===== src/rtl/stream_demux_pkg.sv =====
// Shared helpers for stream_demux: select-width derivation and per-channel
// bit-slice positions within the flattened out_data bus.
package stream_demux_pkg;

  function automatic int sel_width(input int n);
    return (n > 1) ? $clog2(n) : 1;
  endfunction

  function automatic bit is_pow2(input int n);
    return (n > 0) && ((n & (n - 1)) == 0);
  endfunction

  // LSB of channel k inside a packed NUM_CH*w bus
  function automatic int ch_slice(input int k, input int w);
    return k * w;
  endfunction

endpackage


===== src/rtl/demux_slot.sv =====
// One-entry holding register for a single output channel.
// A load wins over a pop, so pop+load on the same edge keeps valid high.
module demux_slot #(
  parameter int DATA_W = 8
) (
  input  logic              clk,
  input  logic              rst,
  input  logic              load,
  input  logic              pop,
  input  logic [DATA_W-1:0] d,
  output logic              valid,
  output logic [DATA_W-1:0] data
);

  always_ff @(posedge clk or posedge rst) begin
    if (rst) begin
      valid <= 1'b0;
      data  <= '0;
    end else if (load) begin
      valid <= 1'b1;
      data  <= d;
    end else if (pop) begin
      valid <= 1'b0;
    end
  end

endmodule


===== src/rtl/stream_demux.sv =====
// Handshaked 1-to-NUM_CH stream demultiplexer with broadcast, per-channel
// holding slots and a saturating counter for words with out-of-range selects.
module stream_demux
  import stream_demux_pkg::*;
#(
  parameter int  DATA_W = 8,
  parameter int  NUM_CH = 8,
  parameter int  CNT_W  = 16,
  localparam int SEL_W  = sel_width(NUM_CH)
) (
  input  logic                     clk,
  input  logic                     rst,
  input  logic                     in_valid,
  output logic                     in_ready,
  input  logic [DATA_W-1:0]        in_data,
  input  logic [SEL_W-1:0]         in_sel,
  input  logic                     in_bcast,
  output logic [NUM_CH-1:0]        out_valid,
  input  logic [NUM_CH-1:0]        out_ready,
  output logic [NUM_CH*DATA_W-1:0] out_data,
  output logic [CNT_W-1:0]         drop_cnt
);

  logic [NUM_CH-1:0] free, hit, load;
  logic              sel_ok, xfer, drop;

  assign free = ~out_valid | out_ready;

  if (is_pow2(NUM_CH)) begin : g_sel_full
    assign sel_ok = 1'b1;
  end else begin : g_sel_cmp
    assign sel_ok = ({1'b0, in_sel} < (SEL_W+1)'(NUM_CH));
  end

  // in_ready never looks at in_valid, only select/mode/slot occupancy
  always_comb begin
    in_ready = 1'b1;
    if (in_bcast)    in_ready = &free;
    else if (sel_ok) in_ready = |(hit & free);
    xfer = in_valid & in_ready;
    load = '0;
    if (xfer) load = in_bcast ? '1 : hit;
    drop = xfer & ~in_bcast & ~sel_ok;
  end

  for (genvar k = 0; k < NUM_CH; k++) begin : g_ch
    assign hit[k] = (in_sel == SEL_W'(k));

    demux_slot #(.DATA_W(DATA_W)) u_slot (
      .clk   (clk),
      .rst   (rst),
      .load  (load[k]),
      .pop   (out_ready[k]),
      .d     (in_data),
      .valid (out_valid[k]),
      .data  (out_data[ch_slice(k, DATA_W) +: DATA_W])
    );
  end

  always_ff @(posedge clk or posedge rst) begin
    if (rst)                  drop_cnt <= '0;
    else if (drop && ~&drop_cnt) drop_cnt <= drop_cnt + CNT_W'(1);
  end

endmodule


===== config.mk =====
export PLATFORM = sky130hd
export DESIGN_NAME = stream_demux
export DESIGN_NICKNAME = d
export VERILOG_FILES = /design/src/rtl/stream_demux_pkg.sv /design/src/rtl/demux_slot.sv /design/src/rtl/stream_demux.sv
export SDC_FILE = /design/constraint.sdc
export NUM_CORES = 1
export LEC_CHECK = 0
export ABC_AREA = 1
export CORE_ASPECT_RATIO = 1.25
export CORE_MARGIN = 2
export CORE_UTILIZATION = 35
export DETAILED_ROUTE_END_ITERATION = 8
export GPL_TIMING_DRIVEN = 1
export RECOVER_POWER = 100
export SLEW_MARGIN = 20
export SYNTH_ARGS = -nofsm -noshare
export SYNTH_HDL_FRONTEND = slang
export SYNTH_SLANG_ARGS = --single-unit

===== constraint.sdc =====
create_clock -name clk -period 2.75 [get_ports clk]
set_input_delay 0.275 -clock clk [delete_from_list [all_inputs] [get_ports clk]]
set_output_delay 0.275 -clock clk [all_outputs]
set_load 0.01 [all_outputs]

==> flow_summary_export.csv <==
group,metric,value,unit
grt,antenna_found_initial,0,
critical_path,critical_path.startpoint,"in_sel[2]",
drt,route.detailed.drc,0,
power,power_frac_clock,32.2,%
timing,period_needed,2.48,ns
critical_path,critPathMaxFanout,9,
grt,grt_pass1_wl,14500,um
clock_tree,clock_sinks,72,
synthesis,yosys.cell_types.count,16,
drt,routed_wire_length_per_instance,15.5,um
timing,fmax,0.403,GHz
timing,grt_setup_unrepaired,"no",
grt,overflow,0,
timing,whs,0.466,ns
floorplanning,pin_count,112,
critical_path,reg2regPathDepth,9,
synthesis,synth_top_family_by_area,"simple AND/OR/NAND/NOR gates",
critical_path,path_class,"in2out",
critical_path,r2r-end,"g_ch[5].u_slot.data[5]",
synthesis,synth_largest_area_cell,"dfrtp_1",
critical_path,reg2reg_slack,0.73,ns
grt,grt_max_degree,45,
synthesis,ys_seq_elements,72,
floorplanning,dieArea,10500,um2
critical_path,endpoint_kind,"primary output",
clock_tree,hold_buffers,0,
final_layout,drive_gt1_share,5.68,%
power,seq_power_share,37.8,%
clock_tree,postCtsSetupBuffers,0,
placed_design,placed_cells,585,
timing,skew,0.00862,ns
outcome,status,"finished clean",
critical_path,crit_required,2.48,ns
synthesis,yosys.area_share.adder,0,%
synthesis,synth_mux_area_share,0,%
synthesis,yosysSeqAreaShare,53.3,%
timing,hold_viol,0,
clock_tree,cts_buffers,9,
clock_tree,ctsHtreeMaxLevel,3,
synthesis,synthXorXnorAreaFrac,0,%
drt,vias,2961,
min_path,min_to,"g_ch[4].u_slot.data[1]",
grt,grt_pass1_vias,2745,
power,p_sw,1280,uW
critical_path,worst_setup_path_start_kind,"input pin",
floorplanning,start_util,35.6,%
clock_tree,cts_buffer_depth,2,
clock_tree,cts_root_buf,"clkbuf_16",
final_layout,stdcell_area,4610,um2
clock_tree,clk_pin_slew,0.05,ns
placed_design,hpwl,6510,um
synthesis,synth_area,3380,um2
power,leakage,0.00240,uW
drt,routed_via_density,4.93,
final_layout,nets,493,
power,switching_share,30.7,%
power,power_density,905,nW/um2
synthesis,synth-compound-area-share,0.296,%
drt,drt_iter0_drc,232,
clock_tree,clock_latency,0.33,ns
critical_path,r2r_start,"g_ch[2].u_slot.valid",
drt,ant_nets,0,
critical_path,cp.arrival,2.21,ns
drt,first_pass_iters,4,
power,p_int,2900,uW
synthesis,synthTopCellsByArea,"dfrtp_1 53%, nand2_1 18%, nand4_1 12%",
power,ir_drop,462,uV
timing,maxSlewViolCount,0,
placed_design,place_area,4320,um2
final_layout,syn_to_final_growth,36.4,%
min_path,hold_path.class,"reg2reg",
synthesis,synth_top_cell_area_share,53.3,%
floorplanning,core,9510,um2
floorplanning,rows,40,
timing,max-slew-margin-rel,13.9,%
timing,tns,0,ns
run,maxCapViolCount,0,
final_layout,stdcell_count,601,
timing,worst_slew_pin_slew,1.29,ns
timing,layout_worst_path_cycle_share,90.2,%
floorplanning,die_width,91.9,um
placed_design,io_buffers,95,
min_path,hold_depth,2,
floorplanning,die_y,114,um
clock_tree,cts_resized,0,
placed_design,place.gp.congestion,0.900,
timing,finalSetupViolCount,0,
synthesis,synth-simple-area-share,36.2,%
clock_tree,cts_tree,"yes",
power,p_comb_share,30.0,%
min_path,hp-start,"g_ch[4].u_slot.data[1]",
grt,grt.total_usage,18.1,%
synthesis,syn_avg_cell_area,8.65,um2
final_layout,num_antenna_cells,0,
synthesis,synth_warnings,0,
synthesis,synth_cells,391,
drt,wl,9310,um
==> worst max-delay path by stage <==
stage,to,slack [ns],cells past startpoint
2_1_floorplan,g_ch[0].u_slot.data[0],0.65,1
3_3_place_gp,g_ch[4].u_slot.data[3],0.38,13
3_5_place_dp,g_ch[2].u_slot.data[6],0.30,13
4_1_cts,in_ready,0.35,10
5_1_grt,in_ready,0.17,10
6_report,in_ready,0.27,10
==> kinds of logic (layout without fill, tap and decap cells) <==
group / count (synthesis) / count (layout)
buffers and inverters: 61 / 130
DFF: 72 / 72
and+or+nand+nor: 255 / 255
AOI/OAI and AO/OA: 2 / 2
other: 1 / 16
==> worst max-delay path: stages <==
cell and delay (ns):
dlygate4sd3_1 0.74, inv_2 0.13, nor2_1 0.12, nand2_1 0.05
nand2_1 0.06, nor2_1 0.04, nand2_1 0.06, nand2_1 0.08
nand2_4 0.07, clkdlybuf4s50_1 0.57
==> power groups by stage <==
stage / clock (uW) / combinational [uW] / sequential (uW)
floorplan: 0 / 502 / 1700
global placement: 0 / 1380 / 1610
detailed placement: 0 / 1400 / 1610
CTS: 1360 / 1410 / 1600
global route: 1410 / 1390 / 1620
finish: 1350 / 1250 / 1580
==> Yosys cell counts (all sizes together) <==
| cell | number |
|---|---|
| buf | 33 |
| inv | 13 |
| nor2 | 8 |
| conb | 1 |
| clkbuf | 15 |
| o21ai | 2 |
| nand2 | 166 |
| nand3 | 16 |
| dfrtp | 72 |
| nand4 | 65 |
==> metrics by stage <==
stage                     worst slack (ns)  power [uW]  utilization [%]
after floorplan                      0.650        2210                -
after global placement               0.379        2990             45.4
after detailed placement             0.295        3010             45.4
after CTS                            0.348        4360             49.1
after global routing                 0.165        4410             48.5
final                                0.270        4180             48.5
==> cells in the final DEF (no fill, tap or decap), types with 4 or more instances in the layout <==
cell	n
buf_4	4
clkbuf_16	9
clkdlybuf4s50_1	20
conb_1	16
dfrtp_1	72
dlygate4sd3_1	74
inv_1	11
nand2_1	165
nand3_1	14
nand4_1	65
nor2_1	8
==> layout make-up <==
type / count / area, um2
Clock buffer: 11 / 243
Clock inverter: 5 / 104
Fill cell: 928 / 4900
Inverter: 13 / 48.8
Multi-Input combinational cell: 273 / 1240
Sequential cell: 72 / 1800
Tap cell: 126 / 158
Timing Repair Buffer: 101 / 1020
==> per-layer routing <==
metal  up-vias  share of wire (%)  GRT usage (%)
met2       110                 50           28.8
met1      1412                 42           24.1
met3        14                5.8           3.90
li1       1425                  -              -
met5         -                  0              0
met4         0                2.1           7.26
==> registers in the layout, indices dropped and copies added, names as in the netlist <==
register and flops:
g_ch.u_slot.data 64, g_ch.u_slot.valid 8
(Power assumes the default switching activity.)
